===== config.mk =====
export PLATFORM = sky130hd
export DESIGN_NAME = alu_issue_ctrl
export DESIGN_NICKNAME = d
export VERILOG_FILES = /design/src/rtl/alu_issue_ctrl.sv
export SDC_FILE = /design/constraint.sdc
export NUM_CORES = 1
export LEC_CHECK = 0
export CAP_MARGIN = 15
export CORE_MARGIN = 10
export CORE_UTILIZATION = 48
export DETAILED_ROUTE_END_ITERATION = 16
export MAX_ROUTING_LAYER = met4
export PLACE_DENSITY = 0.92
export SLEW_MARGIN = 20
export SYNTH_ARGS = -nofsm -noshare
export SYNTH_HDL_FRONTEND = slang
export SYNTH_SLANG_ARGS = --single-unit

===== constraint.sdc =====
create_clock -name clk -period 1.95 [get_ports clk]
set_input_delay 0.195 -clock clk [delete_from_list [all_inputs] [get_ports clk]]
set_output_delay 0.195 -clock clk [all_outputs]
set_load 0.01 [all_outputs]

===== src/rtl/alu_issue_ctrl.sv =====
// alu_issue_ctrl: decodes the D-stage instruction into an ALU control code,
// registers it into the E stage and sequences multi-cycle MULT/DIV operations.
//
// Ports:
//   clk, resetn     clock (rising edge) and asynchronous active-low reset
//   instrD, validD  D-stage instruction word and its valid flag
//   stallE, flushE  hazard-unit stall and kill of the E slot
//   alucontrolE     registered ALU control code for the E stage
//   validE          E slot holds a live instruction
//   is_mdE          E-stage instruction is MULT/MULTU/DIV/DIVU
//   md_busy         multi-cycle op in progress (hazard unit stalls D/E)
//   hilo_we         one-cycle pulse when the multi-cycle result is valid
//   ri_excE         reserved-instruction exception for the E slot
module alu_issue_ctrl #(
    parameter int unsigned CTRL_W   = 5,
    parameter int unsigned MULT_LAT = 2,
    parameter int unsigned DIV_LAT  = 33,
    parameter int unsigned CNT_W    = 6
) (
    input  logic              clk,
    input  logic              resetn,
    input  logic [31:0]       instrD,
    input  logic              validD,
    input  logic              stallE,
    input  logic              flushE,
    output logic [CTRL_W-1:0] alucontrolE,
    output logic              validE,
    output logic              is_mdE,
    output logic              md_busy,
    output logic              hilo_we,
    output logic              ri_excE
);

    // ALU control encodings (shared with the E-stage datapath)
    localparam logic [CTRL_W-1:0] ALU_FAIL  = CTRL_W'(0);
    localparam logic [CTRL_W-1:0] ALU_ADD   = CTRL_W'(1);
    localparam logic [CTRL_W-1:0] ALU_ADDU  = CTRL_W'(2);
    localparam logic [CTRL_W-1:0] ALU_SUB   = CTRL_W'(3);
    localparam logic [CTRL_W-1:0] ALU_SUBU  = CTRL_W'(4);
    localparam logic [CTRL_W-1:0] ALU_SLT   = CTRL_W'(5);
    localparam logic [CTRL_W-1:0] ALU_SLTU  = CTRL_W'(6);
    localparam logic [CTRL_W-1:0] ALU_AND   = CTRL_W'(7);
    localparam logic [CTRL_W-1:0] ALU_OR    = CTRL_W'(8);
    localparam logic [CTRL_W-1:0] ALU_XOR   = CTRL_W'(9);
    localparam logic [CTRL_W-1:0] ALU_NOR   = CTRL_W'(10);
    localparam logic [CTRL_W-1:0] ALU_SLL   = CTRL_W'(11);
    localparam logic [CTRL_W-1:0] ALU_SRL   = CTRL_W'(12);
    localparam logic [CTRL_W-1:0] ALU_SRA   = CTRL_W'(13);
    localparam logic [CTRL_W-1:0] ALU_SLLV  = CTRL_W'(14);
    localparam logic [CTRL_W-1:0] ALU_SRLV  = CTRL_W'(15);
    localparam logic [CTRL_W-1:0] ALU_SRAV  = CTRL_W'(16);
    localparam logic [CTRL_W-1:0] ALU_LUI   = CTRL_W'(17);
    localparam logic [CTRL_W-1:0] ALU_MEM   = CTRL_W'(18);
    localparam logic [CTRL_W-1:0] ALU_PC8   = CTRL_W'(19);
    localparam logic [CTRL_W-1:0] ALU_MFC0  = CTRL_W'(20);
    localparam logic [CTRL_W-1:0] ALU_MTC0  = CTRL_W'(21);
    localparam logic [CTRL_W-1:0] ALU_MFHI  = CTRL_W'(22);
    localparam logic [CTRL_W-1:0] ALU_MFLO  = CTRL_W'(23);
    localparam logic [CTRL_W-1:0] ALU_MTHI  = CTRL_W'(24);
    localparam logic [CTRL_W-1:0] ALU_MTLO  = CTRL_W'(25);
    localparam logic [CTRL_W-1:0] ALU_MULT  = CTRL_W'(26);
    localparam logic [CTRL_W-1:0] ALU_MULTU = CTRL_W'(27);
    localparam logic [CTRL_W-1:0] ALU_DIV   = CTRL_W'(28);
    localparam logic [CTRL_W-1:0] ALU_DIVU  = CTRL_W'(29);
    localparam logic [CTRL_W-1:0] ALU_NOP   = CTRL_W'(30);

    localparam logic [CNT_W-1:0] MULT_CNT0 = CNT_W'(MULT_LAT - 1);
    localparam logic [CNT_W-1:0] DIV_CNT0  = CNT_W'(DIV_LAT - 1);

    typedef enum logic [1:0] {
        IDLE    = 2'd0,
        MUL_RUN = 2'd1,
        DIV_RUN = 2'd2,
        DONE    = 2'd3
    } state_t;

    logic [5:0] op;
    logic [4:0] rs;
    logic [4:0] rt;
    logic [5:0] funct;

    logic [CTRL_W-1:0] dec_ctrl;
    logic              dec_trap;
    logic              dec_mul;
    logic              dec_div;
    logic              dec_ri;

    logic              load_e;
    logic              start_mul;
    logic              start_div;

    state_t            state_q;
    state_t            state_d;
    logic [CNT_W-1:0]  cnt_q;
    logic [CNT_W-1:0]  cnt_d;
    logic              busy_d;
    logic              we_d;

    logic              unused_bits;

    assign op    = instrD[31:26];
    assign rs    = instrD[25:21];
    assign rt    = instrD[20:16];
    assign funct = instrD[5:0];

    // rd, shamt and the immediate are datapath-only fields
    assign unused_bits = ^instrD[15:6];

    // Instruction decode: R-type by funct, everything else by opcode
    always_comb begin
        dec_ctrl = ALU_FAIL;
        case (op)
            6'h00: begin
                case (funct)
                    6'h00:   dec_ctrl = ALU_SLL;
                    6'h02:   dec_ctrl = ALU_SRL;
                    6'h03:   dec_ctrl = ALU_SRA;
                    6'h04:   dec_ctrl = ALU_SLLV;
                    6'h06:   dec_ctrl = ALU_SRLV;
                    6'h07:   dec_ctrl = ALU_SRAV;
                    6'h08:   dec_ctrl = ALU_NOP;
                    6'h09:   dec_ctrl = ALU_PC8;
                    6'h10:   dec_ctrl = ALU_MFHI;
                    6'h11:   dec_ctrl = ALU_MTHI;
                    6'h12:   dec_ctrl = ALU_MFLO;
                    6'h13:   dec_ctrl = ALU_MTLO;
                    6'h18:   dec_ctrl = ALU_MULT;
                    6'h19:   dec_ctrl = ALU_MULTU;
                    6'h1A:   dec_ctrl = ALU_DIV;
                    6'h1B:   dec_ctrl = ALU_DIVU;
                    6'h20:   dec_ctrl = ALU_ADD;
                    6'h21:   dec_ctrl = ALU_ADDU;
                    6'h22:   dec_ctrl = ALU_SUB;
                    6'h23:   dec_ctrl = ALU_SUBU;
                    6'h24:   dec_ctrl = ALU_AND;
                    6'h25:   dec_ctrl = ALU_OR;
                    6'h26:   dec_ctrl = ALU_XOR;
                    6'h27:   dec_ctrl = ALU_NOR;
                    6'h2A:   dec_ctrl = ALU_SLT;
                    6'h2B:   dec_ctrl = ALU_SLTU;
                    default: dec_ctrl = ALU_FAIL;   // includes SYSCALL/BREAK
                endcase
            end
            6'h01: begin
                case (rt)
                    5'h00, 5'h01: dec_ctrl = ALU_NOP;   // BLTZ/BGEZ
                    5'h10, 5'h11: dec_ctrl = ALU_PC8;   // BLTZAL/BGEZAL link
                    default:      dec_ctrl = ALU_FAIL;
                endcase
            end
            6'h02:                       dec_ctrl = ALU_NOP;
            6'h03:                       dec_ctrl = ALU_PC8;
            6'h04, 6'h05, 6'h06, 6'h07:  dec_ctrl = ALU_NOP;
            6'h08:                       dec_ctrl = ALU_ADD;
            6'h09:                       dec_ctrl = ALU_ADDU;
            6'h0A:                       dec_ctrl = ALU_SLT;
            6'h0B:                       dec_ctrl = ALU_SLTU;
            6'h0C:                       dec_ctrl = ALU_AND;
            6'h0D:                       dec_ctrl = ALU_OR;
            6'h0E:                       dec_ctrl = ALU_XOR;
            6'h0F:                       dec_ctrl = ALU_LUI;
            6'h10: begin
                if (rs == 5'h00) begin
                    dec_ctrl = ALU_MFC0;
                end else if (rs == 5'h04) begin
                    dec_ctrl = ALU_MTC0;
                end else if (rs == 5'h10 && funct == 6'h18) begin
                    dec_ctrl = ALU_NOP;                 // ERET
                end else begin
                    dec_ctrl = ALU_FAIL;
                end
            end
            6'h20, 6'h21, 6'h23, 6'h24, 6'h25,
            6'h28, 6'h29, 6'h2B:         dec_ctrl = ALU_MEM;
            default:                     dec_ctrl = ALU_FAIL;
        endcase
    end

    // SYSCALL/BREAK also decode to FAIL but are traps, not reserved
    assign dec_trap = (op == 6'h00) && (funct == 6'h0C || funct == 6'h0D);
    assign dec_mul  = (op == 6'h00) && (funct == 6'h18 || funct == 6'h19);
    assign dec_div  = (op == 6'h00) && (funct == 6'h1A || funct == 6'h1B);
    assign dec_ri   = (dec_ctrl == ALU_FAIL) && !dec_trap && validD;

    // E register loads only when neither flushed, stalled nor busy
    assign load_e    = !flushE && !stallE && !md_busy;
    assign start_mul = load_e && validD && dec_mul;
    assign start_div = load_e && validD && dec_div;

    // E-stage pipeline register
    always_ff @(posedge clk or negedge resetn) begin
        if (!resetn) begin
            alucontrolE <= ALU_FAIL;
            validE      <= 1'b0;
            is_mdE      <= 1'b0;
            ri_excE     <= 1'b0;
        end else if (flushE) begin
            alucontrolE <= ALU_FAIL;
            validE      <= 1'b0;
            is_mdE      <= 1'b0;
            ri_excE     <= 1'b0;
        end else if (load_e) begin
            alucontrolE <= dec_ctrl;
            validE      <= validD;
            is_mdE      <= validD && (dec_mul || dec_div);
            ri_excE     <= dec_ri;
        end
    end

    // Multi-cycle sequencer state register
    always_ff @(posedge clk or negedge resetn) begin
        if (!resetn) begin
            state_q <= IDLE;
            cnt_q   <= '0;
            md_busy <= 1'b0;
            hilo_we <= 1'b0;
        end else begin
            state_q <= state_d;
            cnt_q   <= cnt_d;
            md_busy <= busy_d;
            hilo_we <= we_d;
        end
    end

    // Sequencer next state; DONE may start the next op with no idle gap
    always_comb begin
        state_d = state_q;
        cnt_d   = cnt_q;
        busy_d  = 1'b0;
        we_d    = 1'b0;
        case (state_q)
            IDLE, DONE: begin
                if (start_mul) begin
                    state_d = MUL_RUN;
                    cnt_d   = MULT_CNT0;
                    busy_d  = 1'b1;
                end else if (start_div) begin
                    state_d = DIV_RUN;
                    cnt_d   = DIV_CNT0;
                    busy_d  = 1'b1;
                end else begin
                    state_d = IDLE;
                end
            end
            MUL_RUN, DIV_RUN: begin
                if (cnt_q == '0) begin
                    state_d = DONE;
                    we_d    = 1'b1;
                end else begin
                    cnt_d  = cnt_q - CNT_W'(1);
                    busy_d = 1'b1;
                end
            end
            default: begin
                state_d = IDLE;
            end
        endcase
        // A flush kills the running op and its pending result
        if (flushE) begin
            state_d = IDLE;
            cnt_d   = '0;
            busy_d  = 1'b0;
            we_d    = 1'b0;
        end
    end

endmodule


==> results of run 1 <==
-- where the power goes --
part	switching (mW)	leakage [nW]	internal (mW)	total (mW)
registers	0.0468	0.246	0.418	0.465
clock network	0.115	0.0210	0.114	0.229
logic	0.306	0.836	0.265	0.571
-- layer usage --
metal	wire length, um	part of all wire, %	global-route usage (%)
met2	2590	49	27.1
met1	2160	41	21.0
met3	410	7.7	2.53
met4	148	2.8	7.17
met5	0	0	-
-- logic make-up after synthesis --
kind of cell             after synthesis
AND/OR/NAND/NOR                       96
buffers and inverters                 20
multiplexers                           2
AO/OA/AOI/OAI                         56
XOR/XNOR                               4
flip-flops                            18
adder cells (fa/ha/maj)                7
-- placed cells by master (no fill, tap or decap), types with 3 or more instances in the layout --
| cell | instances |
|---|---|
| sky130_fd_sc_hd__o211a_1 | 3 |
| sky130_fd_sc_hd__nand2_1 | 16 |
| sky130_fd_sc_hd__nand4_1 | 4 |
| sky130_fd_sc_hd__a211o_1 | 3 |
| sky130_fd_sc_hd__a211oi_1 | 4 |
| sky130_fd_sc_hd__a21o_1 | 3 |
| sky130_fd_sc_hd__clkdlybuf4s50_1 | 31 |
| sky130_fd_sc_hd__nand2b_1 | 5 |
| sky130_fd_sc_hd__ha_1 | 7 |
| sky130_fd_sc_hd__clkbuf_4 | 3 |
| sky130_fd_sc_hd__o21ai_0 | 6 |
| sky130_fd_sc_hd__xor2_1 | 3 |
| sky130_fd_sc_hd__nand3_1 | 3 |
| sky130_fd_sc_hd__dlymetal6s2s_1 | 3 |
| sky130_fd_sc_hd__nor2b_1 | 5 |
| sky130_fd_sc_hd__a21oi_1 | 9 |
| sky130_fd_sc_hd__nor3_1 | 7 |
| sky130_fd_sc_hd__inv_1 | 8 |
| sky130_fd_sc_hd__buf_4 | 44 |
| sky130_fd_sc_hd__nor2_1 | 29 |
| sky130_fd_sc_hd__a31oi_1 | 3 |
| sky130_fd_sc_hd__dfrtp_1 | 18 |
| sky130_fd_sc_hd__nor3b_1 | 4 |
| sky130_fd_sc_hd__o21ai_1 | 7 |
| sky130_fd_sc_hd__and4_1 | 3 |
-- layout make-up --
type / instances / area (um2)
Multi-Input combinational cell: 165 / 1130
Fill cell: 206 / 727
Timing Repair Buffer: 79 / 687
Sequential cell: 18 / 450
Tap cell: 44 / 55.1
Inverter: 10 / 37.5
Clock buffer: 4 / 36.3
-- worst reg2reg max path, cell delays in order, from the launching register on --
cell                      delay (ps)
sky130_fd_sc_hd__dfrtp_1         390
sky130_fd_sc_hd__or4b_4          530
sky130_fd_sc_hd__nor4_4          150
sky130_fd_sc_hd__buf_4           180
sky130_fd_sc_hd__a31oi_4         110
sky130_fd_sc_hd__nor2b_4         180
sky130_fd_sc_hd__a21o_1          180
-- stage by stage --
| stage | TNS, ps | utilization, % | worst slack, ps |
|---|---|---|---|
| after CTS | 0 | 74.9 | 2.15 |
| after global placement | -3080 | 73.2 | -342 |
| final | 0 | 76.8 | 11.8 |
| after global routing | 0 | 76.8 | 1.10 |
| after floorplan | 0 | - | 92.3 |
| after detailed placement | -4010 | 73.2 | -459 |
-- state kept, by name, summed over array words and instances, names as in the netlist --
register and flops:
alucontrolE 5, cnt_q 6, hilo_we 1, is_mdE 1
md_busy 1, ri_excE 1, state_q 2, validE 1
-- worst paths after layout --
check / start / endpoint / slack, ps / cells after the start
worst max-delay path: instrD[29] / alucontrolE[0] / 10 / 8
worst min-delay path: resetn / validE / 220 / 2
worst max register to register: md_busy / cnt_q[3] / 140 / 6
worst min register to register: is_mdE / is_mdE / 540 / 1
max in group asynchronous: resetn / state_q[1] / 1540 / 2
min in group clk: validD / validE / 460 / 3
-- repair_timing --
item	in CTS	in global routing
buffers inserted	0	2
pin swaps	1	3
resized for setup	4	10
endpoints found under the setup margin	4	13
==> results.md, run 1 <==
* Dominant register cell in the synthesized netlist: sky130_fd_sc_hd__dfrtp_1
* Unrepaired setup endpoints after global routing: false
* Placed instance count at ~310
* CTS H-tree depth at 1
* Largest delay contributor family on the critical path: simple AND/OR/NAND/NOR gates
* Crit Path Max Fanout at 7
* Adder-Cell Fraction of Synth Area at 5.44%
* Routed wirelength normalized by instance count at roughly 17 um
* Remaining Overflow, GRT at 0
* Worst slew margin relative to its limit at between 70% and 80%
* Later-pin clock latency in the skew report at 300 ps
* Max-cap viol count at 0
* Number of diodes at 0
* NumNets Final at between 300 and 400
* Violation count after the first detailed-routing iteration at about 250
* Slew at the pin closest to its max-slew limit at 415 ps
* Synth warn at 0
* CTS sink cnt at 18
* Kind of critical path: input port to flip-flop
* Mapped Nets at between 200 and 250
* Maximum clock skew at final layout at roughly 5.8 ps
* Vias per inst at about 6.1
* Wire length of the first global-routing pass at around 8.5 mm
* Data required time of the worst path at between 2000 and 2500 ps
* Placed inst area at approximately 2300 um2
* Post-synthesis cell type with the largest combined area: sky130_fd_sc_hd__dfrtp_1
* Fin Hold WS at ~220 ps
* Number of clock buffers inserted by TritonCTS at 3
* Port Buffers at 35
* Main combinational cell family by area after synthesis: simple AND/OR/NAND/NOR gates
* Library cells used by synthesis at 54
* Core area at roughly 3100 um2
* Fraction of the mapped netlist area in compound gates at about 24%
* Cell types with the highest counts after synthesis: sky130_fd_sc_hd__nor2_1 (29), sky130_fd_sc_hd__dfrtp_1 (18), sky130_fd_sc_hd__nand2_1 (16), sky130_fd_sc_hd__a21oi_1 (9), sky130_fd_sc_hd__inv_1 (9)
* Max Buffers Root-to-Sink at 2
* Proportion of netlist area held by the largest area contributor at between 20 and 30%
* Peak per-stage delay on the critical path at 430 ps
* Capturing element type of the critical path: flip-flop
* Clock-pin slew reported for the worst setup and hold paths after clock tree synthesis at 100 ps
* Worst-path cell with the longest stage delay: sky130_fd_sc_hd__clkdlybuf4s50_1
* Arrival time at the worst endpoint at 2150 ps
* Fraction of registers with async set or reset after synthesis at between 90% and 100%
* Synthesized-area fraction occupied by xor and xnor cells at approximately 2.6%
* Pwr dens at 527 nW/um2
* Area added between synthesis and finish at 49.2%
* Die boundary height at slightly below 80 um
* Pin count of the biggest net entering global routing at 19
* Flip-flop and latch count after synthesis at 18
* CP dominant cell by count: sky130_fd_sc_hd__a211oi_1
* # DRC at 0
* Share of post-route cells with drive strength above 1 at 23.6%
* Num ports at 47
* Final cell count without fillers at 320
* Number of global-route vias before repair at roughly 1800
* Final critical path time including I/O delays and setup at 1940 ps
* Worst-path cell chain: clkdlybuf4s50_1, buf_4, nor3_1, nand2_1, nor4bb_1, a211oi_1, nor2b_1, a211oi_1
* Total routed wirelength at roughly 5.3 mm
* Fmax at 516 MHz
* Cell with the most instances after synthesis: sky130_fd_sc_hd__nor2_1
* CTS Hold Buffers Added at 0
* Synthesized area at about 1600 um2
* Average size of a mapped cell at ~7.9 um2
* Cell types occupying the most area after synthesis: sky130_fd_sc_hd__dfrtp_1 (28%), sky130_fd_sc_hd__nor2_1 (6.8%), sky130_fd_sc_hd__ha_1 (5.4%)
* Portion of netlist area occupied by mux cells at under 10%
* Buffers and inverters on the worst path at 2
* Sequential cell area fraction in the yosys report at between 20 and 30%
* Effective utilization at floorplan at between 50% and 60%
* Fin crit share at around 100%
* Path class of the lowest-slack min-delay path: input port to asynchronous set/reset pin
* Finished Cell Area at roughly 2400 um2
* Count of final max-slew check failures at 0
* Placement row count at 20
* Fin. Hold Viols at 0
* Final HPWL from detailed placement at roughly 4.0 mm
* Final GP Congestion at between 1 and 1.5
* Sort of element at the start of the critical path: input port
* Via count at about 1900
* IR drop worst, VDD at between 0.2 and 0.3 mV
* CTS tree: built
* Number of synthesized flops with an enable pin at 0
* Residual antenna-violating net count after detailed routing at 0
* Basic-gate share of the synthesized area counting and, or, nand and nor cells at 33.5%
* Total power after layout at around 1.3 mW
* Run status: finished clean
* Die extent in x at 77.9 um
* Overall die area at 6070 um2
* Number of instances in the synthesized netlist at around 200
* Detailed-routing iteration count for the pre-antenna-repair pass at 5
* GRT Util Overall at between 10% and 20%
* Clk Tree Root Cell: sky130_fd_sc_hd__clkbuf_4
* Static Leak at roughly 1.1 nW
* Setup violations, final at 0
* Antenna violations before repair at 0
Note: power is estimated with default switching activity, not from simulation.
==> inputs of run 2 (changes only) <==
--- a/config.mk
+++ b/config.mk
@@ -8,6 +8,7 @@
 export CAP_MARGIN = 15
 export CORE_MARGIN = 10
 export CORE_UTILIZATION = 48
+export CTS_CLUSTER_DIAMETER = 200
 export DETAILED_ROUTE_END_ITERATION = 16
 export MAX_ROUTING_LAYER = met4
 export PLACE_DENSITY = 0.92
==> results of run 2 <==
The final DEF is identical to that of run 1; final timing and power are the same.
